<file path="config.mk">
export PLATFORM = sky130hd
export DESIGN_NAME = mac_acc
export DESIGN_NICKNAME = d
export VERILOG_FILES = /design/src/rtl/mac_pkg.sv /design/src/rtl/mac_align.sv /design/src/rtl/mac_acc.sv
export SDC_FILE = /design/constraint.sdc
export NUM_CORES = 1
export LEC_CHECK = 0
export ABC_AREA = 1
export BUFFER_PORTS_ARGS = -buffer_cell sky130_fd_sc_hd__buf_2
export CAP_MARGIN = 0
export CORE_UTILIZATION = 50
export CTS_CLUSTER_DIAMETER = 100
export DETAILED_ROUTE_END_ITERATION = 12
export PLACE_DENSITY = 0.73
export SETUP_SLACK_MARGIN = 0.4
export SLEW_MARGIN = 20
export SYNTH_ARGS = -nofsm -noshare
export SYNTH_HDL_FRONTEND = slang
export SYNTH_SLANG_ARGS = --single-unit
</file>
<file path="constraint.sdc">
create_clock -name clk -period 2.75 [get_ports clk]
set_clock_uncertainty 0.1 [all_clocks]
set_input_delay 0.55 -clock clk [delete_from_list [all_inputs] [get_ports clk]]
set_output_delay 0.55 -clock clk [all_outputs]
set_load 0.02 [all_outputs]
</file>
<file path="src/rtl/mac_pkg.sv">
// Shared widths, FSM state encoding and saturation limits for the MAC accumulation stage.
// Pure declarations: no latency, no flow control.
package mac_pkg;

    localparam int MAN_W  = 16;
    localparam int EXP_W  = 4;
    localparam int TERM_W = 32;
    // Widest aligned magnitude: 16-bit mantissa shifted left by up to 15.
    localparam int MAG_W  = MAN_W + (1 << EXP_W) - 1;

    typedef enum logic [1:0] {
        IDLE  = 2'd0,
        ACCUM = 2'd1,
        DRAIN = 2'd2,
        HOLD  = 2'd3
    } state_t;

    function automatic logic [63:0] sat_max(input int unsigned acc_w);
        return (64'd1 << (acc_w - 1)) - 64'd1;
    endfunction

    function automatic logic [63:0] sat_min(input int unsigned acc_w);
        return 64'd1 << (acc_w - 1);
    endfunction

endpackage

</file>
<file path="src/rtl/mac_align.sv">
// Stage 1: align a sign/magnitude product by its exponent and register it as a two's-complement term.
// One-cycle latency; no backpressure, the caller qualifies loading with accept_i.
module mac_align
    import mac_pkg::*;
(
    input  logic              clk,
    input  logic              rst,
    input  logic              clr_i,
    input  logic              accept_i,
    input  logic [MAN_W-1:0]  man_i,
    input  logic [EXP_W-1:0]  exp_i,
    input  logic              sgn_i,
    output logic [TERM_W-1:0] term_o,
    output logic              term_vld_o
);

    logic [MAG_W-1:0]  mag;
    logic [TERM_W-1:0] term_d;
    logic [TERM_W-1:0] term_q;
    logic              vld_q;

    always_comb begin
        mag    = MAG_W'(man_i) << exp_i;
        // Negating a zero magnitude yields zero, so a -0 product adds nothing.
        term_d = sgn_i ? -{1'b0, mag} : {1'b0, mag};
    end

    always_ff @(posedge clk) begin
        if (rst || clr_i) begin
            term_q <= '0;
            vld_q  <= 1'b0;
        end else begin
            vld_q <= accept_i;
            if (accept_i) begin
                term_q <= term_d;
            end
        end
    end

    assign term_o     = term_q;
    assign term_vld_o = vld_q;

endmodule

</file>
<file path="src/rtl/mac_acc.sv">
// Saturating dot-product accumulator fed by the multiplier; result offered on a valid/ready port.
// Two-cycle pipeline (align, add); result is held until out_ready, input never stalls and excess products are flagged.
module mac_acc
    import mac_pkg::*;
#(
    parameter int ACC_W = 40,
    parameter int LEN_W = 8
) (
    input  logic             clk,
    input  logic             rst,
    input  logic [LEN_W-1:0] cfg_len,
    input  logic             start,
    input  logic             in_valid,
    input  logic [MAN_W-1:0] in_man,
    input  logic [EXP_W-1:0] in_exp,
    input  logic             in_sgn,
    output logic             in_ready,
    output logic             out_valid,
    input  logic             out_ready,
    output logic [ACC_W-1:0] out_data,
    output logic             out_ovf,
    output logic             busy,
    output logic             err_drop
);

    localparam int CNT_W = LEN_W + 1;
    localparam logic [ACC_W-1:0] ACC_MAX = ACC_W'(sat_max(ACC_W));
    localparam logic [ACC_W-1:0] ACC_MIN = ACC_W'(sat_min(ACC_W));

    if (ACC_W < 32 || ACC_W > 64) begin : g_bad_width
        $error("mac_acc: ACC_W must lie in 32..64");
    end

    state_t             state_q, state_d;
    logic [CNT_W-1:0]   cnt_q, cnt_d;
    logic [ACC_W-1:0]   acc_q, acc_d;
    logic               ovf_q, ovf_d;
    logic               err_q, err_d;

    logic               start_acc;
    logic               accept;
    logic               drop;
    logic [CNT_W-1:0]   cnt_load;
    logic [TERM_W-1:0]  term;
    logic               term_vld;
    logic [ACC_W-1:0]   term_ext;
    logic [ACC_W:0]     sum;
    logic               sum_ovf;

    // A start in HOLD only counts when the pending result is consumed in the same cycle.
    assign start_acc = start && ((state_q != HOLD) || out_ready);
    // The start cycle reloads the count, so a product arriving with it is not accumulated.
    assign accept    = in_valid && (state_q == ACCUM) && !start_acc;
    assign drop      = in_valid && (state_q != ACCUM);
    assign cnt_load  = (cfg_len == '0) ? {1'b1, {LEN_W{1'b0}}} : {1'b0, cfg_len};

    mac_align u_align (
        .clk        (clk),
        .rst        (rst),
        .clr_i      (start_acc),
        .accept_i   (accept),
        .man_i      (in_man),
        .exp_i      (in_exp),
        .sgn_i      (in_sgn),
        .term_o     (term),
        .term_vld_o (term_vld)
    );

    assign term_ext = ACC_W'($signed(term));
    assign sum      = {acc_q[ACC_W-1], acc_q} + {term_ext[ACC_W-1], term_ext};
    assign sum_ovf  = sum[ACC_W] ^ sum[ACC_W-1];

    always_comb begin
        state_d = state_q;
        cnt_d   = cnt_q;
        acc_d   = acc_q;
        ovf_d   = ovf_q;
        err_d   = (err_q & ~start) | drop;

        if (term_vld) begin
            if (sum_ovf) begin
                acc_d = sum[ACC_W] ? ACC_MIN : ACC_MAX;
                ovf_d = 1'b1;
            end else begin
                acc_d = sum[ACC_W-1:0];
            end
        end

        if (accept) begin
            cnt_d = cnt_q - CNT_W'(1);
        end

        case (state_q)
            IDLE:    if (start) state_d = ACCUM;
            ACCUM:   if (accept && cnt_q == CNT_W'(1)) state_d = DRAIN;
            DRAIN:   state_d = HOLD;
            HOLD:    if (out_ready) state_d = IDLE;
            default: state_d = IDLE;
        endcase

        if (start_acc) begin
            state_d = ACCUM;
            cnt_d   = cnt_load;
            acc_d   = '0;
            ovf_d   = 1'b0;
        end
    end

    always_ff @(posedge clk) begin
        if (rst) begin
            state_q <= IDLE;
            cnt_q   <= '0;
            acc_q   <= '0;
            ovf_q   <= 1'b0;
            err_q   <= 1'b0;
        end else begin
            state_q <= state_d;
            cnt_q   <= cnt_d;
            acc_q   <= acc_d;
            ovf_q   <= ovf_d;
            err_q   <= err_d;
        end
    end

    assign in_ready  = (state_q == ACCUM);
    assign out_valid = (state_q == HOLD);
    assign busy      = (state_q != IDLE);
    assign out_data  = acc_q;
    assign out_ovf   = ovf_q;
    assign err_drop  = err_q;

endmodule

</file>
==> results of run 1 <==
critical path, cell delays in order (launching register included):
cell and delay, ns:
dfxtp_4 0.40, buf_8 0.17, ha_4 0.31, inv_4 0.05, nor3_4 0.20, nand2_2 0.10
nor3_2 0.25, nand2_2 0.09, nand2_1 0.06, nand2_1 0.06, nand2_2 0.07, buf_4 0.12
nand3_4 0.14, buf_8 0.19, nand2_1 0.06, nand2_1 0.07, a21oi_2 0.12
cell families (layout without fill, tap and decap cells):
family / Yosys count / after routing / share of synthesized area
buf+inv: 164 / 270 / 0.0895
compound gates: 260 / 260 / 0.185
fa+ha+maj: 49 / 49 / 0.0772
xor+xnor: 51 / 51 / 0.0556
simple gates: 664 / 664 / 0.378
flops: 86 / 86 / 0.214
flip-flops by register name (all words and copies together) (netlist names):
| register | count |
|---|---|
| out_data | 40 |
| u_align.term_o | 32 |
| cnt_q | 9 |
| state_q | 2 |
| err_drop | 1 |
| out_ovf | 1 |
| u_align.term_vld_o | 1 |
metal layers:
| layer | vias up | routed length [um] |
|---|---|---|
| met5 | - | 0 |
| met4 | 0 | 749 |
| met3 | 49 | 1530 |
| met2 | 314 | 12000 |
| met1 | 4208 | 11200 |
| li1 | 4453 | - |
final cells by class:
type / count / area share
sequential: 86 / 0.169
timing repair inverter: 1 / 0.000485
tap: 211 / 0.0256
multi-input combinational: 1024 / 0.628
clock buffer: 11 / 0.0235
inverter: 117 / 0.0457
timing repair buffer: 136 / 0.102
clock inverter: 5 / 0.00570
what timing repair did:
item                       4_1_cts  5_1_grt
hold buffers                     0        0
hold endpoints to repair         0        0
resized for setup               66      148
pin swaps                        3       24
gates cloned                     3        6
setup endpoints to repair       41       60
setup buffers                   10       19
cells in the final DEF, fill, tap and decap left out, types with 33 or more instances in the layout:
cell type  count
o21ai_0       84
a21oi_2       40
nor2_1       111
buf_4         40
nand2_1      287
nand2_2       52
xor2_1        33
buf_2         75
nand3_1      110
a21oi_1       67
dfxtp_1       70
inv_1        106
worst min-delay path by stage:
stage,end,depth (start not counted)
after global placement,out_ovf,2
after floorplan,u_align.term_o[1],2
after CTS,out_ovf,2
final,cnt_q[6],3
after detailed placement,out_ovf,2
after global routing,cnt_q[5],3
power groups by stage:
| stage | Clock [mW] | Sequential (mW) | Combinational, mW |
|---|---|---|---|
| final | 1.27 | 1.33 | 0.913 |
| after global placement | 0 | 1.34 | 0.759 |
| after floorplan | 0 | 1.34 | 0.582 |
| after CTS | 1.28 | 1.32 | 0.796 |
| after global routing | 1.33 | 1.33 | 1.01 |
| after detailed placement | 0 | 1.34 | 0.763 |
==> flow_summary.yaml, run 1 <==
outcome:
  status: "complete, no violations"
clocking:
  cts_sinks: 86
  ctsHtreeMaxLevel: 3
  numCtsBuffers: 9
  cts_tree: "yes"
  clockRootBuffer: "clkbuf_16"
  insertion_delay_ns: 0.36
  cts_buffer_depth: 2
  cts.clk_slew.worst_paths_ns: 0.07
global_routing:
  grt_pass1_wl_um: 38500
  grt_max_degree: 42
  first_global_vias: 7985
  use_met1: 0.386
  grt_util_all_layers: 0.290
  grt_util_met2: 0.481
  overflow: 0
  antenna_found_initial: 0
  busiest_layer: "met2"
  use_met3: 0.0378
route:
  wl_per_cell_um: 16.0
  drc_errors: 0
  drt-pass1-iter-count: 5
  routed_wl_um: 25400
  viasPerCell: 5.67
  antenna_left: 0
  route.vias.total: 9024
  drtIter0Drc: 592
logic_synthesis:
  seq_area_frac_synth: 0.214
  ys_ff_latch: 86
  synth_edf_count: 0
  yosys_most_used_dff: "dfxtp_1"
  syn_area_um2: 8030
  synthCells: 1274
  syn_avg_cell_area_um2: 6.31
  async_reset_ff_frac: 0
  synth_top_area_share: 0.214
  synth.area.top_cells: "dfxtp_1 21%, nand2_1 15%, nand3_1 7.6%"
  yosys_warnings: 0
  ys_types: 50
  syn-num-nets: 1357
  synthTopCellsByCount: "319 x nand2_1, 126 x nor2_1, 122 x nand3_1, 111 x inv_1, 99 x a21oi_1"
  yosysTopAreaCell: "dfxtp_1"
  synthMostInstantiatedCell: "nand2_1"
power_and_ir_drop:
  seq_power_share: 0.378
  comb_power_share: 0.260
  total_power_mw: 3.51
  p_int_mw: 2.36
  switching_share: 0.328
  leakagePower_nw: 4.66
  clkPwrFrac: 0.361
  cellPowerDensity_nw_per_um2: 340
  power.switching_mw: 1.15
  peakVddDrop_v: 0.000332
sta:
  fmax_mhz: 378
  finalHoldViolations: 0
  rsz0062_at_grt: "yes"
  setup_viol: 0
  post-route-min-period_ns: 2.65
  finalCritPeriodShare: 0.963
  worst_pin_slew_ns: 0.594
  timing.setup.tns_ns: 0
  slew_headroom: 0.603
  slew_viol_final: 0
  hold-worst-slack_ns: 0.383
  fin_ws_ns: 0.103
place:
  dp_cells: 1537
  pre_cts_ws_ns: -0.0634
  place_area_um2: 8630
  port_buffers: 78
  routabilityCongestion: 0.957
  place_hpwl_um: 17500
layout:
  finalInstanceArea_um2: 10300
  fillerInstances: 1324
  layout-drive-gt1-share: 0.290
  nets: 1458
  syn_to_final_growth_pct: 28.5
  seq_area_um2: 1750
  antennaDiodeCount: 0
  multi_input_area_um2: 6480
  fin_util: 0.669
  final_cells: 1591
worst_setup_path:
  criticalPathCategory: "register to register"
  worst-path-max-fanout: 8
  crit_path_end_kind: "register"
  crit_start: "u_align.term_o[31]"
  rr_worst_depth: 16
  r2r_setup_slack_ns: 0.10
  reg2reg_from: "u_align.term_o[31]"
  crit_arrival_ns: 2.83
  crit_required_ns: 2.93
  crit_end: "out_ovf"
  cp-start-kind: "register"
  r2r-end: "out_ovf"
floorplanning:
  dieWidth_um: 129
  die_h_um: 129
  io_pins: 79
  core_area_um2: 15400
  fp-row-count: 45
  start_util: 0.521
  die_area_um2: 16600
hold_path:
  hold_path.class: "input pin to register"
  min_from: "cfg_len[6]"
run:
  maxCapViolCount: 0
No activity file was read; power rests on OpenSTA's default activity.
==> inputs of run 2 (changes only) <==
--- a/config.mk
+++ b/config.mk
@@ -11,6 +11,7 @@
 export CORE_UTILIZATION = 50
 export CTS_CLUSTER_DIAMETER = 100
 export DETAILED_ROUTE_END_ITERATION = 12
+export GPL_TIMING_DRIVEN = 0
 export PLACE_DENSITY = 0.73
 export SETUP_SLACK_MARGIN = 0.4
 export SLEW_MARGIN = 20
==> flow_summary.yaml, run 2 (synthesized netlist as in run 1, its figures left out) <==
outcome:
  status: "complete, no violations"
place:
  port_buffers: 74
  dp_cells: 1559
  routabilityCongestion: 0.983
  place_hpwl_um: 19000
worst_setup_path:
  criticalPathCategory: "register to register"
  crit_path_cell_trace: "ha_4 -> a21o_1 -> nor2_2 -> o21ai_2 -> nand2_1 -> nand3_2 -> nand3_2 -> nand2_1 -> nand2_2 -> nand2_4 -> a21boi_4 -> buf_8 -> buf_6 -> buf_12 -> a21oi_2"
  crit_arrival_ns: 2.70
  worst-path-max-fanout: 5
  crit_required_ns: 2.88
  critPathSlowestCell: "dfxtp_2"
  cp-start-kind: "register"
  r2r-end: "out_data[20]"
  rr_worst_depth: 15
  crit_path_end_kind: "register"
  slowest_delay_ns: 0.42
  reg2reg_from: "out_data[14]"
  r2r_setup_slack_ns: 0.19
global_routing:
  first_global_vias: 8203
  grt_pass1_wl_um: 40300
  grt_max_degree: 16
  busiest_layer: "met2"
  use_met1: 0.398
  overflow: 0
  grt_util_met2: 0.516
  use_met3: 0.0416
  antenna_found_initial: 0
  grt_util_all_layers: 0.307
clocking:
  cts_buffer_depth: 2
  insertion_delay_ns: 0.35
  clockRootBuffer: "clkbuf_16"
  cts.clk_slew.worst_paths_ns: 0.06
  cts_sinks: 86
  numCtsBuffers: 9
  cts_tree: "yes"
  ctsHtreeMaxLevel: 3
route:
  route.vias.total: 9006
  antenna_left: 0
  viasPerCell: 5.60
  drt-pass1-iter-count: 5
  drc_errors: 0
  drtIter0Drc: 856
  routed_wl_um: 25800
  wl_per_cell_um: 16.1
hold_path:
  holdPathStages: 2
  hold-path-endpoint: "out_ovf"
  min_from: "out_ovf"
  hold_path.class: "register to register"
layout:
  antennaDiodeCount: 0
  syn_to_final_growth_pct: 27.1
  nets: 1476
  final_cells: 1609
  layout_commonest_cell: "nand2_1"
  largest_reg_flops: 40
  fin_util: 0.662
  fillerInstances: 1373
  final_cell_mix: "298 x nand2_1, 118 x nand3_1, 112 x nor2_1"
  layout-drive-gt1-share: 0.283
sta:
  finalCritPeriodShare: 0.933
  post-route-min-period_ns: 2.56
  rsz0062_at_grt: "yes"
  fmax_mhz: 390
  worst_pin_slew_ns: 0.644
  slew_headroom: 0.571
  slew_viol_final: 0
  setup_viol: 0
  finalHoldViolations: 0
floorplanning:
  io_pins: 79
  fp-row-count: 45
  die_area_um2: 16600
  core_area_um2: 15400
  start_util: 0.521
  die_h_um: 129
  dieWidth_um: 129
power_and_ir_drop:
  peakVddDrop_v: 0.000311
  leakagePower_nw: 4.65
  total_power_mw: 3.39
  cellPowerDensity_nw_per_um2: 332
run:
  maxCapViolCount: 0
==> run 2: cell types whose count changed in the layout (fill, tap and decap cells not counted), moves of 8 or more <==
| cell | change |
|---|---|
| buf_6 | +11 |
| buf_2 | +8 |
| clkbuf_1 | +18 |
| buf_4 | -18 |
| dfxtp_2 | +11 |
| dfxtp_1 | -11 |
| nand3_1 | +8 |
| nand2_2 | -14 |
| nand2_1 | +11 |
==> run 2: metrics by stage <==
| stage | area, um^2 | setup WS, ns | hold slack, ns | setup TNS (ns) |
|---|---|---|---|---|
| after floorplan | 8050 | 0.384 | 0.362 | 0 |
| after global placement | 8690 | -0.0767 | 0.341 | -0.992 |
| after detailed placement | 8690 | -0.0565 | 0.342 | -0.727 |
| after CTS | 9670 | 0.246 | 0.352 | 0 |
| after global routing | 10200 | 0.106 | 0.380 | 0 |
| final | 10200 | 0.185 | 0.349 | 0 |
==> run 2: how the worst max path moves through the flow <==
stage                             from           end  cells past startpoint
finish                    out_data[14]  out_data[20]                     15
detailed placement  u_align.term_o[31]  out_data[26]                     13
CTS                  u_align.term_o[7]  out_data[29]                     16
global route        u_align.term_o[31]  out_data[20]                     15
floorplan                  out_data[0]  out_data[19]                     17
global placement    u_align.term_o[31]  out_data[22]                     13
==> run 2: final cells by class <==
| class | count | area, um^2 | share of cell area |
|---|---|---|---|
| Buffer | 47 | 338 | 0.0331 |
| Tap cell | 211 | 264 | 0.0259 |
| Multi-Input combinational cell | 1024 | 6400 | 0.627 |
| Inverter | 117 | 452 | 0.0442 |
| Clock buffer | 10 | 239 | 0.0234 |
| Timing Repair Buffer | 108 | 707 | 0.0692 |
| Clock inverter | 6 | 46.3 | 0.00453 |
| Sequential cell | 86 | 1760 | 0.172 |
==> run 2: critical path: cells and delay by family, from the launching register on <==
kind	cells	cell delay (ns)
AND/OR/NAND/NOR	7	0.75
AO/OA/AOI/OAI	4	0.54
flip-flops	1	0.42
buffers and inverters	3	0.37
adder cells (fa/ha/maj)	1	0.25
==> run 2: timing repair <==
action / CTS / global route
cloned: 1 / 2
pin swaps: 12 / 20
buffers inserted: 16 / 15
hold buffers: 0 / 0
endpoints found under the setup margin: 69 / 71
resized for setup: 113 / 119
==> run 2: where the power goes <==
group | internal [mW] | switching [mW]
clock network | 0.642 | 0.540
logic | 0.322 | 0.556
registers | 1.28 | 0.0448
==> run 2: layer usage <==
metal / up-vias / wire length, um
li1: 4475 / -
met1: 4169 / 11500
met4: 0 / 848
met2: 293 / 12100
met3: 69 / 1350
met5: - / 0
